<file path="config.mk">
export PLATFORM = sky130hd
export DESIGN_NAME = bsg_counter_set_down_en_flat
export DESIGN_NICKNAME = d
export VERILOG_FILES = /design/src/rtl/bsg_counter_set_down_en_if.sv /design/src/rtl/bsg_counter_set_down_en.sv /design/src/flat_wrapper.sv
export SDC_FILE = /design/constraint.sdc
export NUM_CORES = 1
export LEC_CHECK = 0
export CAP_MARGIN = 40
export CORE_UTILIZATION = 35
export DETAILED_ROUTE_END_ITERATION = 8
export HOLD_SLACK_MARGIN = 0.08
export RECOVER_POWER = 25
export SLEW_MARGIN = 20
export SYNTH_ARGS = -nofsm -noshare
export SYNTH_HDL_FRONTEND = slang
export SYNTH_SLANG_ARGS = --single-unit
</file>
<file path="constraint.sdc">
create_clock -name clk_i -period 3.55 [get_ports clk_i]
set_input_delay 0.5325 -clock clk_i [delete_from_list [all_inputs] [get_ports clk_i]]
set_output_delay 0.5325 -clock clk_i [all_outputs]
set_load 0.01 [all_outputs]
</file>
<file path="src/rtl/bsg_counter_set_down_en_if.sv">
// Control/status bundle for the settable down-counter: load, decrement, expiry handshake.
// The master drives the load/enable/acknowledge side; the slave is the counter.
interface bsg_counter_set_down_en_if #(
    parameter int unsigned width_p = 8
);
    logic               set;
    logic [width_p-1:0] val;
    logic               en;
    logic [width_p-1:0] count;
    logic               zero;
    logic               v;
    logic               yumi;
    logic               overrun;

    modport master (
        output set,
        output val,
        output en,
        output yumi,
        input  count,
        input  zero,
        input  v,
        input  overrun
    );

    modport slave (
        input  set,
        input  val,
        input  en,
        input  yumi,
        output count,
        output zero,
        output v,
        output overrun
    );
endinterface

</file>
<file path="src/rtl/bsg_counter_set_down_en.sv">
// Loadable down-counter/timer. Reaching zero raises a pending expiry event (v/yumi handshake),
// with optional auto-reload of the last loaded value and a sticky overrun flag.
module bsg_counter_set_down_en #(
    parameter int unsigned width_p       = 8,
    parameter int unsigned reset_val_p   = 0,
    parameter bit          auto_reload_p = 1'b0
) (
    input  logic                        clk_i,
    input  logic                        reset_i,
    bsg_counter_set_down_en_if.slave    bus
);

    typedef enum logic {StIdle, StRun} state_e;

    localparam logic [width_p-1:0] ResetVal = width_p'(reset_val_p);
    localparam logic [width_p-1:0] One      = width_p'(1);

    state_e             state_r;
    logic [width_p-1:0] count_r;
    logic [width_p-1:0] reload_r;
    logic               v_r;
    logic               ovr_r;
    logic               expiry;

    // A load cycle never expires, even when the old count was about to reach zero.
    assign expiry = ~bus.set & (state_r == StRun) & bus.en & (count_r == One);

    always_ff @(posedge clk_i) begin
        if (reset_i) begin
            state_r  <= (ResetVal != '0) ? StRun : StIdle;
            count_r  <= ResetVal;
            reload_r <= ResetVal;
            v_r      <= 1'b0;
            ovr_r    <= 1'b0;
        end else begin
            // yumi while nothing is pending falls out as a no-op here.
            v_r <= expiry | (v_r & ~bus.yumi);
            if (bus.set) begin
                count_r  <= bus.val;
                reload_r <= bus.val;
                ovr_r    <= 1'b0;
                state_r  <= (bus.val != '0) ? StRun : StIdle;
            end else begin
                if (expiry & v_r & ~bus.yumi) begin
                    ovr_r <= 1'b1;
                end
                if ((state_r == StRun) && bus.en) begin
                    if (count_r > One) begin
                        count_r <= count_r - One;
                    end else if (count_r == One) begin
                        if (auto_reload_p) begin
                            count_r <= reload_r;
                        end else begin
                            count_r <= '0;
                            state_r <= StIdle;
                        end
                    end else begin
                        // RUN with a zero count is unreachable; park safely if it happens.
                        state_r <= StIdle;
                    end
                end
            end
        end
    end

    assign bus.count   = count_r;
    assign bus.zero    = (count_r == '0);
    assign bus.v       = v_r;
    assign bus.overrun = ovr_r;

    always_ff @(posedge clk_i) begin
        if (!reset_i) begin
            assert (!(bus.yumi && !v_r));
        end
    end

endmodule

</file>
<file path="src/flat_wrapper.sv">
// flat-port wrapper written by rule: the top's interface ports become plain ports
module bsg_counter_set_down_en_flat 
#(
    parameter int unsigned width_p       = 8,
    parameter int unsigned reset_val_p   = 0,
    parameter bit          auto_reload_p = 1'b0
)
  (clk_i, reset_i, bus_set, bus_val, bus_en, bus_yumi, bus_count, bus_zero, bus_v, bus_overrun);
  bsg_counter_set_down_en_if #(.width_p(width_p)) bus_i ();
  input  logic clk_i;
  input  logic reset_i;
  input wire logic [$bits(bus_i.set)-1:0] bus_set;
  input wire logic [$bits(bus_i.val)-1:0] bus_val;
  input wire logic [$bits(bus_i.en)-1:0] bus_en;
  input wire logic [$bits(bus_i.yumi)-1:0] bus_yumi;
  output wire logic [$bits(bus_i.count)-1:0] bus_count;
  output wire logic [$bits(bus_i.zero)-1:0] bus_zero;
  output wire logic [$bits(bus_i.v)-1:0] bus_v;
  output wire logic [$bits(bus_i.overrun)-1:0] bus_overrun;
  assign bus_i.set = bus_set;
  assign bus_i.val = bus_val;
  assign bus_i.en = bus_en;
  assign bus_i.yumi = bus_yumi;
  assign bus_count = bus_i.count;
  assign bus_zero = bus_i.zero;
  assign bus_v = bus_i.v;
  assign bus_overrun = bus_i.overrun;
  bsg_counter_set_down_en #(.width_p(width_p), .reset_val_p(reset_val_p), .auto_reload_p(auto_reload_p)) u_core (.clk_i(clk_i), .reset_i(reset_i), .bus(bus_i));
endmodule
</file>
==> results.cfg <==
[floorplan]
initial_core_util_pct = 38.6
core_mm2 = 0.00202
dieArea_mm2 = 0.00242
die_h_um = 49.2
die_x_um = 49.2
pin_count = 24
rows = 16

[critical_path]
cp.required_ns = 3.02
endpoint = bus_zero
cp_top_family = simple AND/OR/NAND/NOR gates
cp_max_fo = 8
reg2reg_depth = 6
crit_start = u_core.bus.count[4]
path_cells = nor4_4, and3_1, clkdlybuf4s50_1
path_buf_inv = 1
regToRegStartpoint = u_core.bus.count[0]
cp-start-kind = register
end_kind = output pin
crit_slowest_cell = clkdlybuf4s50_1
path_class = reg -> out
cp.arrival_ns = 1.91
regToRegSetupSlack_ns = 1.31
timing.rr.end = u_core.bus.count[2]
worst-path-stages = 3
slowest_delay_ns = 0.53

[placement]
dp_hpwl_um = 1530
finalWeightedCongestion = 0.826
port_buffers = 23

[clock_tree]
cts_root_buf = clkbuf_4
cts-buffers-inserted = 3
clk_latency_ns = 0.27
holdBufCountCts = 0
clock-sinks = 11
cts_tree = built
h-tree-depth = 1
cts_setup_buffers = 0
clk_path_buf_depth = 2
ctsResizeCount = 0
clkTransAtPathRegs_ns = 0.08

[drt]
ant_nets = 0
vias = 817
drc = 0
drtIter0Drc = 19
wl_per_cell_um = 15.0
viasPerCell = 5.75
drt-total-wl_um = 2130
dr.pass1.iters = 4

[flow_run]
cap_violations = 0

[timing]
max_freq_mhz = 409
relSlewSlack_pct = 27.6
post-route-period-util_pct = 68.9
rsz0062_at_grt = no
finalCriticalPeriod_ns = 2.45
drv_slew = 0
skew_ns = 0.00192
fin_setup_tns_ns = 0
setup_viol = 0
finalHoldViolCount = 0
tightest_slew_ns = 1.09

[power_and_ir_drop]
combPwrFrac_pct = 41.8
p_leak_uw = 0.000386
intPower_uw = 264
switching_power_uw = 150
switching_share_pct = 36.2
p_clk_share_pct = 21.5
sequentialPowerShare_pct = 36.7
power_density_mw_per_mm2 = 388
peakVddDrop_mv = 0.214

[synthesis]
synth_seq_area_share_pct = 28.2
synthArstFlopShare_pct = 0
synth_fa_ha_area_share_pct = 4.81
synth_compound_gate_area_share_pct = 35.3
yosys.area_share.simple_pct = 26.3
synth-edff-count = 0
synth_cells = 90
avgSynthCellArea_um2 = 8.67
synth_top_flop_cell = dfxtp_1
muxShareOfSynthArea_pct = 0
synth_top_family_by_area = compound AO/OA/AOI/OAI gates
netlist_area_um2 = 781
synth.distinct_cells = 36
synth_xor_xnor_area_share_pct = 0
synth_nets = 106
yosys_warnings = 0
ys_ff_latch = 11

[finish]
num_antenna_cells = 0
final_util_pct = 52.7
layout-drive-gt1-share_pct = 11.3
nets = 132
synthToLayoutAreaGrowth_pct = 36.5

[worst_hold_path]
hold_depth = 2
min_path_type = reg -> reg

[outcome]
outcome = completed

[global_route]
grt_pass1_vias = 794
grt_pass1_wl_um = 3530
grt_max_degree = 28
grt_overflow = 0
antenna_found_initial = 0
grt_use_total_pct = 19.0
[cells in the mapped netlist, types with 3 or more instances]
master / count / area, µm²
dfxtp_1: 11 / 220
nand2_1: 6 / 22.5
nor3_1: 4 / 20.0
inv_1: 7 / 26.3
a21oi_1: 4 / 20.0
a22oi_1: 4 / 30.0
nor2_1: 6 / 22.5
o32ai_1: 5 / 43.8
ha_1: 3 / 37.5
a2bb2oi_1: 5 / 43.8
[cell type report]
cell class / count / area [µm²]
Clock buffer: 4 / 26.3
Fill cell: 196 / 956
Inverter: 7 / 26.3
Multi-Input combinational cell: 68 / 518
Sequential cell: 11 / 220
Tap cell: 27 / 33.8
Timing Repair Buffer: 25 / 241
[power by group through the flow]
stage,clock [µW],sequential (µW),combinational [µW]
after floorplan,0,155,107
after global placement,0,154,177
after detailed placement,0,155,174
after CTS,92.4,152,175
after global routing,103,154,190
final,88.9,152,173
[registers in the layout (all words and copies together), names as in the netlist]
name                cells
u_core.bus.count        8
u_core.bus.overrun      1
u_core.bus.v            1
u_core.state_r          1
[cell usage in the layout (no fill, tap or decap), types with 2 or more instances in the layout]
| cell | synthesis | routed |
|---|---|---|
| nand2_1 | 6 | 6 |
| or3_1 | 2 | 2 |
| nor2_1 | 6 | 6 |
| o21ai_0 | 2 | 2 |
| o31ai_1 | 2 | 2 |
| a2bb2oi_1 | 5 | 5 |
| clkdlybuf4s50_1 | 0 | 19 |
| a21oi_1 | 4 | 4 |
| a32oi_1 | 2 | 2 |
| clkbuf_4 | 0 | 3 |
| ha_1 | 3 | 3 |
| or4_1 | 2 | 2 |
| nor3_1 | 4 | 4 |
| dlygate4sd3_1 | 0 | 4 |
| nand3_1 | 2 | 2 |
| dfxtp_1 | 11 | 11 |
| nor2b_1 | 2 | 2 |
| clkbuf_1 | 1 | 2 |
| o32ai_1 | 5 | 5 |
| inv_1 | 7 | 7 |
| or2_2 | 2 | 2 |
| a22oi_1 | 4 | 4 |
[metrics by stage]
stage                     std cells  total power [µW]  hold slack [ns]  worst slack [ns]  instance area (µm²)
after floorplan                  90               263            0.454              1.63                  781
after global placement          138               331            0.464              1.36                 1040
after detailed placement        138               328            0.486              1.34                 1040
after CTS                       142               419            0.497              1.09                 1070
after global routing            142               447            0.529             0.985                 1070
final                           142               414            0.497              1.10                 1070
[worst reg2reg max path, cell delays in order, from the launching register on]
cell	delay, ns
dfxtp_1	0.44
inv_1	0.13
ha_1	0.27
or2_2	0.35
a31oi_2	0.49
a32oi_1	0.20
o32ai_1	0.28
[kinds of logic (layout without fill, tap and decap cells)]
group,after synthesis,count (layout)
and+or+nand+nor,34,34
AOI/OAI and AO/OA,31,31
DFF,11,11
buffers and inverters,11,36
adders and majority gates,3,3
[layer usage]
metal / wire length [µm] / vias to the layer above / GRT usage (%)
li1: - / 403 / -
met1: 1040 / 386 / 24.2
met2: 941 / 24 / 29.9
met3: 111 / 4 / 3.43
met4: 40 / 0 / 10.3
met5: 0 / - / 0
[worst min-delay path by stage]
stage | startpoint | to
6_report | u_core.state_r | u_core.state_r
5_1_grt | u_core.state_r | u_core.state_r
4_1_cts | u_core.state_r | u_core.state_r
3_5_place_dp | u_core.state_r | u_core.state_r
3_3_place_gp | u_core.state_r | u_core.state_r
2_1_floorplan | u_core.state_r | u_core.state_r
Note: power is estimated with default switching activity, not from simulation.
